$ cat config.mk
export PLATFORM = sky130hd
export DESIGN_NAME = frame_sequencer
export DESIGN_NICKNAME = d
export VERILOG_FILES = /design/src/rtl/frame_sequencer_pkg.sv /design/src/rtl/frame_sequencer_watchdog.sv /design/src/rtl/frame_sequencer.sv
export SDC_FILE = /design/constraint.sdc
export NUM_CORES = 1
export LEC_CHECK = 0
export CORE_ASPECT_RATIO = 0.7
export CORE_UTILIZATION = 35
export DETAILED_ROUTE_END_ITERATION = 10
export DONT_BUFFER_PORTS = 1
export PLACE_DENSITY = 0.59
export SYNTH_ARGS = -nofsm -noshare
export SYNTH_HDL_FRONTEND = slang
export SYNTH_SLANG_ARGS = --single-unit
$ cat constraint.sdc
create_clock -name clk -period 2.6 [get_ports clk]
set_input_delay 0.39 -clock clk [delete_from_list [all_inputs] [get_ports clk]]
set_output_delay 0.39 -clock clk [all_outputs]
set_load 0.05 [all_outputs]
$ cat src/rtl/frame_sequencer_pkg.sv
// Shared definitions for the frame sequencer.
// Contents:
//   seq_state_e - frame sequencer state encoding (SEQ_IDLE/SEQ_RUN/SEQ_FLUSH)
//   OVR_W       - width of the saturating overrun counter
//   sat_inc_ovr - saturating increment used for the overrun counter
package frame_sequencer_pkg;

    typedef enum logic [1:0] {
        SEQ_IDLE  = 2'd0,
        SEQ_RUN   = 2'd1,
        SEQ_FLUSH = 2'd2
    } seq_state_e;

    localparam int OVR_W = 8;

    // Increment that sticks at all-ones instead of wrapping.
    function automatic logic [OVR_W-1:0] sat_inc_ovr(input logic [OVR_W-1:0] v);
        logic [OVR_W-1:0] r;
        if (v == {OVR_W{1'b1}}) begin
            r = v;
        end else begin
            r = v + {{(OVR_W-1){1'b0}}, 1'b1};
        end
        return r;
    endfunction

endpackage

$ cat src/rtl/frame_sequencer_watchdog.sv
// Frame cycle watchdog: counts RUN cycles of the current frame, flags when the
// frame is about to exceed cycle_limit, and latches the frame length when the
// frame either completes or is aborted.
// Ports:
//   clk, reset      - clock, synchronous active-low reset
//   active          - sequencer is in RUN this cycle
//   frame_end       - frame completes at the end of this cycle
//   expired         - this RUN cycle is cycle number cycle_limit (abort now)
//   frame_cycles    - RUN-cycle length of the last completed/aborted frame
module frame_watchdog #(
    parameter int cycle_limit = 4096,
    parameter int CW          = $clog2(cycle_limit + 1)
) (
    input  logic          clk,
    input  logic          reset,
    input  logic          active,
    input  logic          frame_end,
    output logic          expired,
    output logic [CW-1:0] frame_cycles
);

    localparam logic [CW-1:0] LIMIT_C = CW'(cycle_limit);
    localparam logic [CW-1:0] ONE_C   = {{(CW-1){1'b0}}, 1'b1};

    logic [CW-1:0] cnt_r;
    logic [CW-1:0] cnt_next_s;
    logic          expired_s;
    logic [CW-1:0] frame_cycles_r;

    // cnt_next_s is the number of RUN cycles including the current one.
    always_comb begin
        cnt_next_s = cnt_r + ONE_C;
        expired_s  = active && (cnt_next_s >= LIMIT_C);
    end

    // Cycle counter runs only in RUN and is zeroed otherwise, so each frame starts at 0.
    always_ff @(posedge clk) begin
        if (!reset) begin
            cnt_r          <= {CW{1'b0}};
            frame_cycles_r <= {CW{1'b0}};
        end else begin
            if (active) begin
                cnt_r <= cnt_next_s;
            end else begin
                cnt_r <= {CW{1'b0}};
            end
            if (active && (frame_end || expired_s)) begin
                frame_cycles_r <= cnt_next_s;
            end else begin
                frame_cycles_r <= frame_cycles_r;
            end
        end
    end

    assign expired      = expired_s;
    assign frame_cycles = frame_cycles_r;

endmodule

$ cat src/rtl/frame_sequencer.sv
// Per-sample controller for the instruction fetch/decode pipeline. Each sample
// tick opens a frame (pipe_enable high) that ends once every running block has
// retired once. Geometry changes are applied only between frames, followed by a
// one-cycle pipeline flush. Overruns and hung frames are flagged.
// Ports:
//   clk, reset                        - clock, synchronous active-low reset
//   sample_tick                       - one pulse per audio sample
//   cfg_update_req/cfg_n_blocks       - host geometry request (held until ack)
//   cfg_update_ack                    - one-cycle pulse when geometry applied
//   retire_valid                      - one pulse per committed block instruction
//   pipe_enable/pipe_flush            - pipeline enable and flush pulse
//   n_blocks_running/last_block       - current geometry
//   frame_done/busy                   - frame completion pulse, RUN indicator
//   overrun/overrun_count             - sticky overrun flag, saturating count
//   timeout/frame_cycles              - sticky watchdog flag, last frame length
module frame_sequencer
    import frame_sequencer_pkg::*;
#(
    parameter  int n_blocks    = 256,
    parameter  int cycle_limit = 4096,
    localparam int BW          = $clog2(n_blocks),
    localparam int CW          = $clog2(cycle_limit + 1)
) (
    input  logic             clk,
    input  logic             reset,
    input  logic             sample_tick,
    input  logic             cfg_update_req,
    input  logic [BW-1:0]    cfg_n_blocks,
    output logic             cfg_update_ack,
    input  logic             retire_valid,
    output logic             pipe_enable,
    output logic             pipe_flush,
    output logic [BW-1:0]    n_blocks_running,
    output logic [BW-1:0]    last_block,
    output logic             frame_done,
    output logic             busy,
    output logic             overrun,
    output logic [OVR_W-1:0] overrun_count,
    output logic             timeout,
    output logic [CW-1:0]    frame_cycles
);

    seq_state_e       state_r;
    logic             tick_pending_r;
    logic [BW:0]      retire_cnt_r;
    logic [BW-1:0]    n_blocks_r;
    logic [BW-1:0]    last_block_r;
    logic             ack_r;
    logic             pipe_enable_r;
    logic             pipe_flush_r;
    logic             frame_done_r;
    logic             busy_r;
    logic             overrun_r;
    logic [OVR_W-1:0] overrun_count_r;
    logic             timeout_r;

    logic             run_s;
    logic [BW:0]      retire_sum_s;
    logic             done_now_s;
    logic             expired_s;
    logic             abort_s;
    logic [BW-1:0]    cfg_last_s;

    // Frame completion, watchdog abort and the last-block index of a requested geometry.
    always_comb begin
        run_s        = (state_r == SEQ_RUN);
        retire_sum_s = retire_cnt_r + {{BW{1'b0}}, retire_valid};
        done_now_s   = run_s && (retire_sum_s == {1'b0, n_blocks_r});
        // Completion wins over a watchdog expiry in the same cycle.
        abort_s      = run_s && expired_s && !done_now_s;
        if (cfg_n_blocks == {BW{1'b0}}) begin
            cfg_last_s = {BW{1'b0}};
        end else begin
            cfg_last_s = cfg_n_blocks - {{(BW-1){1'b0}}, 1'b1};
        end
    end

    frame_watchdog #(
        .cycle_limit (cycle_limit),
        .CW          (CW)
    ) u_watchdog (
        .clk          (clk),
        .reset        (reset),
        .active       (run_s),
        .frame_end    (done_now_s),
        .expired      (expired_s),
        .frame_cycles (frame_cycles)
    );

    // Sequencer FSM with all outputs registered alongside the state.
    always_ff @(posedge clk) begin
        if (!reset) begin
            state_r         <= SEQ_IDLE;
            tick_pending_r  <= 1'b0;
            retire_cnt_r    <= {(BW+1){1'b0}};
            n_blocks_r      <= {BW{1'b0}};
            last_block_r    <= {BW{1'b0}};
            ack_r           <= 1'b0;
            pipe_enable_r   <= 1'b0;
            pipe_flush_r    <= 1'b0;
            frame_done_r    <= 1'b0;
            busy_r          <= 1'b0;
            overrun_r       <= 1'b0;
            overrun_count_r <= {OVR_W{1'b0}};
            timeout_r       <= 1'b0;
        end else begin
            ack_r        <= 1'b0;
            pipe_flush_r <= 1'b0;
            frame_done_r <= 1'b0;

            // A tick outside IDLE is an overrun; only the first one is queued.
            if (sample_tick && (state_r != SEQ_IDLE)) begin
                overrun_r       <= 1'b1;
                overrun_count_r <= sat_inc_ovr(overrun_count_r);
                tick_pending_r  <= 1'b1;
            end else begin
                overrun_count_r <= overrun_count_r;
            end

            case (state_r)
                SEQ_IDLE: begin
                    if (cfg_update_req) begin
                        n_blocks_r    <= cfg_n_blocks;
                        last_block_r  <= cfg_last_s;
                        ack_r         <= 1'b1;
                        pipe_flush_r  <= 1'b1;
                        pipe_enable_r <= 1'b0;
                        busy_r        <= 1'b0;
                        state_r       <= SEQ_FLUSH;
                        if (sample_tick) begin
                            tick_pending_r <= 1'b1;
                        end else begin
                            tick_pending_r <= tick_pending_r;
                        end
                    end else if (sample_tick || tick_pending_r) begin
                        tick_pending_r <= 1'b0;
                        retire_cnt_r   <= {(BW+1){1'b0}};
                        if (n_blocks_r == {BW{1'b0}}) begin
                            // Empty program: the frame is trivially complete.
                            frame_done_r <= 1'b1;
                            state_r      <= SEQ_IDLE;
                        end else begin
                            pipe_enable_r <= 1'b1;
                            busy_r        <= 1'b1;
                            state_r       <= SEQ_RUN;
                        end
                    end else begin
                        state_r <= SEQ_IDLE;
                    end
                end
                SEQ_RUN: begin
                    retire_cnt_r <= retire_sum_s;
                    if (done_now_s) begin
                        // Pipeline is stalled, not flushed: prefetched work resumes next frame.
                        pipe_enable_r <= 1'b0;
                        busy_r        <= 1'b0;
                        frame_done_r  <= 1'b1;
                        state_r       <= SEQ_IDLE;
                    end else if (abort_s) begin
                        timeout_r     <= 1'b1;
                        pipe_enable_r <= 1'b0;
                        busy_r        <= 1'b0;
                        pipe_flush_r  <= 1'b1;
                        state_r       <= SEQ_FLUSH;
                    end else begin
                        state_r <= SEQ_RUN;
                    end
                end
                SEQ_FLUSH: begin
                    pipe_enable_r <= 1'b0;
                    busy_r        <= 1'b0;
                    state_r       <= SEQ_IDLE;
                end
                default: begin
                    pipe_enable_r <= 1'b0;
                    busy_r        <= 1'b0;
                    state_r       <= SEQ_IDLE;
                end
            endcase
        end
    end

    assign cfg_update_ack   = ack_r;
    assign pipe_enable      = pipe_enable_r;
    assign pipe_flush       = pipe_flush_r;
    assign n_blocks_running = n_blocks_r;
    assign last_block       = last_block_r;
    assign frame_done       = frame_done_r;
    assign busy             = busy_r;
    assign overrun          = overrun_r;
    assign overrun_count    = overrun_count_r;
    assign timeout          = timeout_r;

endmodule

-- Word level (Yosys, flattened, before mapping)
Index checks and enable logic that the tools add are counted.
- bits in registers: 68
- input bits: 13
- output and inout port bits: 44
- reductions and logical operators: 21
- add/subtract/negate cells: 4
- equal/unequal tests: 9
- $lt $le $gt $ge: 1
- bitwise operators: 2
- muxes and demuxes: 30
- operators with widths (operator ; number):
    $mux W1 ; 18
    $mux W9 ; 2
    $pmux W9 S2 ; 1
    $logic_not A8 Y1 ; 2
    $add A13 B1 Y13 const B ; 1
    $ge A13 B13 Y1 const B ; 1
    $ne A3 B3 Y1 const B ; 4
    $add A9 B1 Y9 ; 1
    $eq A9 B8 Y1 ; 1
    $reduce_and A3 Y1 ; 3
    $add A8 B1 Y8 const B ; 1
    $eq A8 B8 Y1 const B ; 1
    $mux W2 ; 4
    $mux W8 ; 1
    $reduce_and A2 Y1 ; 4
    $sub A8 B1 Y8 const B ; 1
    $logic_and A1 B1 Y1 ; 6
    $pmux W1 S2 ; 3
    $ne A2 B2 Y1 const B ; 2
    $pmux W2 S2 ; 1
    $reduce_bool A2 Y1 ; 2
    $eq A2 B1 Y1 const B ; 1
    $logic_not A2 Y1 ; 1
    $logic_or A1 B1 Y1 ; 2
    other kinds (2) ; 3

-- Logic depth before layout (Yosys ltp)
- depth in word-level cells: 8
- mapped depth: 8
- mapped depth without buffers: 7

-- Hierarchy
A second synthesis with hierarchy kept.
- cells, all modules: 376
- area total of the unflattened synthesis: 3372.0 um^2
- by module, submodules not included (module ; cells each ; area each (um^2) ; times used ; seq. area each (um^2)):
    frame_sequencer ; 250 ; 2129.5 ; 1 ; 820.8
    frame_watchdog ; 126 ; 1242.4 ; 1 ; 520.5

-- Least setup slack after synthesis
No wires, ideal clock.
- path kind: input-to-reg
- start: input port retire_valid
- end: register u_watchdog.frame_cycles_r[10] (netlist: u_watchdog.frame_cycles[10])
- slack: 486 ps
- setup time: 72 ps
- arrival: 2042 ps
- cell stages on the path: 8
- data required time: 2528 ps
- cells stage by stage: ha_1 > and4_1 > nand2_1 > xnor2_1 > a311o_1 > a31oi_2 > buf_6 > mux2i_1
- word-level cells in the longest chain between the ends: 5
- ends and longest elaborated chain (element ; RTL line ; RTL):
    start: declaration ; frame_sequencer.sv:30 ; input logic retire_valid,
    $add A9 B1 Y9 ; frame_sequencer.sv:67 ; retire_sum_s = retire_cnt_r + {{BW{1'b0}}, retire_valid};
    $eq A9 B8 Y1 ; frame_sequencer.sv:68 ; done_now_s = run_s && (retire_sum_s == {1'b0, n_blocks_r});
    $logic_and A1 B1 Y1 ; frame_sequencer.sv:68 ;
    $logic_or A1 B1 Y1 ; frame_sequencer_watchdog.sv:47 ; if (active && (frame_end || expired_s)) begin
    $logic_and A1 B1 Y1 ; frame_sequencer_watchdog.sv:47 ;
    end signal: assignment ; frame_sequencer_watchdog.sv:40 ; frame_cycles_r <= {CW{1'b0}};
    end signal: assignment ; frame_sequencer_watchdog.sv:48 ; frame_cycles_r <= cnt_next_s;
    end signal: assignment ; frame_sequencer_watchdog.sv:50 ; frame_cycles_r <= frame_cycles_r;
    end: declaration ; frame_sequencer_watchdog.sv:28 ; logic [CW-1:0] frame_cycles_r;
No other way between the ends.
A chain may end at the register's enable or synchronous reset.

-- Worst setup path after layout
- start: register retire_cnt_r[0]
- end: register u_watchdog.frame_cycles_r[11] (netlist: u_watchdog.frame_cycles[11])
- word-level cells in the longest chain between the ends: 5
- ends and longest elaborated chain (element ; RTL line ; RTL):
    start: declaration ; frame_sequencer.sv:45 ; logic [BW:0] retire_cnt_r;
    start signal: assignment ; frame_sequencer.sv:95 ; retire_cnt_r <= {(BW+1){1'b0}};
    start signal: assignment ; frame_sequencer.sv:137 ; retire_cnt_r <= {(BW+1){1'b0}};
    start signal: assignment ; frame_sequencer.sv:152 ; retire_cnt_r <= retire_sum_s;
    $add A9 B1 Y9 ; frame_sequencer.sv:67 ;
    $eq A9 B8 Y1 ; frame_sequencer.sv:68 ;
    $logic_and A1 B1 Y1 ; frame_sequencer.sv:68 ;
    $logic_or A1 B1 Y1 ; frame_sequencer_watchdog.sv:47 ;
    $logic_and A1 B1 Y1 ; frame_sequencer_watchdog.sv:47 ;
No other way between the ends.

==> results_dict.tcl <==
set metrics [dict create \
    async_flop_share 0 \
    slew_headroom 0.5169 \
    hold_buffers 0 \
    power_switching_uw 689.1 \
    design.final.nets 393 \
    detailed_place_hpwl_um 5076 \
    vertical_die_dimension_um 81.85 \
    setup_viol 0 \
    cts_tree "built" \
    cellInternalPower_mw 1.795 \
    detail_route.drc_violations 0 \
    gp_congestion 0.7949 \
    cts-resized-gates 0 \
    skew_ns 0.005461 \
    initial_antenna_violation_count 0 \
    first_global_vias 2394 \
    wl_met2_um 2836 \
    share_of_layout_cells_above_drive_strength_1 0.09788 \
    area_growth_syn_to_layout_pct 14.17 \
    maxSlewViolCount 0 \
    timing.hold.worst_path_depth 1 \
    hold_ws_ns 0.1832 \
    detailedRoute.firstPassIterationCount 4 \
    synth_edf_count 0 \
    critPathLaunchType "flip-flop" \
    ioPinCount 57 \
    postSynthNetCount 382 \
    post-route-min-period_ns 2.339 \
    cts_root_buffer "clkbuf_16" \
    hold_viol_final 0 \
    die-area_um2 9500 \
    worst-setup-path-type "reg2reg" \
    via_per_inst 5.044 \
    synth-main-ff-cell "dfxtp_1" \
    die_width_um 116.1 \
    worst-slew-pin-transition_ns 0.7232 \
    tritoncts_num_sinks 67 \
    core.rowCount 28 \
    routedLengthMet1_um 3656 \
    min_path_type "in2reg" \
    grt_use_total 0.1634 \
    wire_length_of_the_first_global_routing_pass_um 11670 \
    reg2reg_setup_slack_ns 0.26 \
    ys_seq_elements 67 \
    yosys_warns 0 \
    timing.hold.worst_endpoint "overrun_count[3]" \
    synthesis.area_um2 3188 \
    wirelength_um 7128 \
    io_buffers 0 \
    combPwrFrac 0.115 \
    outcome "complete, no violations" \
    fp.coreArea_um2 8653 \
    layout.core_utilization 0.4206 \
    cap_viol_max_count 0 \
    grt-ovfl-total 0 \
    cts-htree-levels 3 \
    swShare 0.2774 \
    fin_setup_tns_ns 0 \
    clk_pin_slew_worst_paths_ns 0.05 \
    critical_path.max_fanout 12 \
    max_clock_freq_mhz 427.5 \
    vdd.ir_drop.worst_uv 351.9 \
    worst_skew_pair.late_latency_ns 0.33 \
    postCtsSetupBuffers 0 \
    share_clk_of_total_power 0.423 \
    floorplan.initialDensity 0.3684 \
    critPathArrivalTime_ns 2.58 \
    cts_made_buffers 9 \
    wl_per_cell_um 14.31 \
    syn-instance-count 364 \
    seqPwrFrac 0.462 \
    holdCritStartpoint "reset" \
    timing.reg2reg.worst_path_depth 8 \
    wl_met3_um 582 \
    worstSetupEndpointType "flip-flop" \
    crit-reg2reg-launch "retire_cnt_r[0]" \
    maximum_buffer_depth_of_the_clock_tree 2 \
    top_layer "met4" \
    cp.required_ns 2.84 \
    yosysSeqAreaShare 0.4207 \
    power.density_nw_per_um2 682.5 \
    worstReg2RegEnd "u_watchdog.frame_cycles[11]" \
    synthesis.area_per_instance_um2 8.758 \
    total_power_mw 2.484 \
    netlist-cell-type-count 45 \
    antenna_violating_nets_left 0 \
    total_leakage_power_nw 1.398 \
    post-route-period-util 0.8997 \
    grt_setup_unrepaired "false" \
    grt_max_degree 69 \
    antennaDiodeCount 0 \
    detailedRoute.firstIterationViolations 127 \
    via_count_of_the_routed_design 2512 \
]
[through the flow]
stage,worst slack (ns),cells,cell area [um2]
after floorplan,0.4861,364,3188
after CTS,0.2285,498,3640
final,0.2608,498,3640
after global placement,0.4013,484,3391
after global routing,0.09654,498,3640
after detailed placement,0.2464,484,3391
[worst max-delay path by stage]
stage / startpoint / endpoint / slack [ns] / cells after the start
final: retire_cnt_r[0] / u_watchdog.frame_cycles[11] / 0.26 / 8
after global routing: retire_cnt_r[0] / u_watchdog.frame_cycles[11] / 0.1 / 8
after CTS: retire_cnt_r[0] / u_watchdog.frame_cycles[11] / 0.23 / 8
after detailed placement: retire_valid / u_watchdog.frame_cycles[11] / 0.25 / 8
after global placement: retire_valid / u_watchdog.frame_cycles[1] / 0.40 / 8
after floorplan: retire_valid / u_watchdog.frame_cycles[10] / 0.49 / 8
[Yosys cell counts (all sizes together) (5+ instances only)]
master	n	area, um2
nand4	6	37.54
ha	5	62.56
nor2	19	71.32
mux2i	13	130.1
a21oi	9	45.04
nor2b	26	162.7
nand3	13	70.07
nand2	54	202.7
xor2	7	61.31
and3	6	37.54
a21boi	12	90.09
o21ai	10	50.05
buf	5	33.78
xnor2	24	217.7
clkbuf	13	48.80
and2	9	56.30
nor3	9	45.04
dfxtp	67	1341
a22oi	8	60.06
inv	8	30.03
[flip-flops by register name, indices dropped and copies added, names as in the netlist]
signal and count:
busy 1, u_watchdog.cnt_r 13, n_blocks_running 8, u_watchdog.frame_cycles 13, tick_pending_r 1, overrun 1, frame_done 1, state_r 2
cfg_update_ack 1, timeout 1, retire_cnt_r 9, overrun_count 8, last_block 8
[layout make-up]
cell class | count | area [um2]
tap | 120 | 150.1
clock inverter | 4 | 20.02
timing repair buffer | 18 | 135.1
sequential | 67 | 1341
inverter | 8 | 30.03
fill | 894 | 5014
multi-input combinational | 271 | 1734
clock buffer | 10 | 229.0
[logic make-up after synthesis]
kind of cell	count (synthesis)	share of synthesized area
adder cells (fa/ha/maj)	5	0.01962
multiplexers	13	0.04081
AO/OA/AOI/OAI	60	0.1327
flip-flops	67	0.4207
AND/OR/NAND/NOR	162	0.2633
XOR/XNOR	31	0.08752
buffers and inverters	26	0.03532
[worst max-delay path, stage by stage, from the launching register on]
cell and delay (ns):
dfxtp_1 0.36, ha_1 0.30, and4_1 0.24, nand2_1 0.11, xnor2_1 0.16, a311o_1 0.41
a31oi_2 0.15, buf_4 0.26, mux2i_1 0.25
[power by group through the flow]
stage | clock network, mW | logic, mW | registers, mW
floorplan | 0 | 0.184 | 1.21
global placement | 0 | 0.283 | 1.17
detailed placement | 0 | 0.288 | 1.17
CTS | 1.08 | 0.288 | 1.15
global route | 1.13 | 0.314 | 1.15
finish | 1.05 | 0.286 | 1.15
[placed cells by master (no fill, tap or decap), types with 3 or more instances in the layout]
master	n
nor2_1	19
ha_1	5
inv_1	8
nor3_1	9
nand2_1	54
nand2b_1	3
nor2b_1	26
a22oi_1	8
mux2i_1	13
a21oi_1	9
or4_1	4
xnor2_1	23
clkbuf_16	9
dfxtp_1	67
clkinv_2	4
buf_4	18
a21o_1	4
and2_1	9
nor3b_1	3
xor2_1	7
or3_1	4
nand3_1	12
o21ai_0	10
a21boi_0	12
and3_1	6
nand4_1	6
[metal layers]
metal	vias up	track usage
met5	-	0
met4	0	0.05256
met3	7	0.07675
met2	69	0.2351
met1	1158	0.2139
li1	1278	-
No activity file was read; power rests on OpenSTA's default activity.
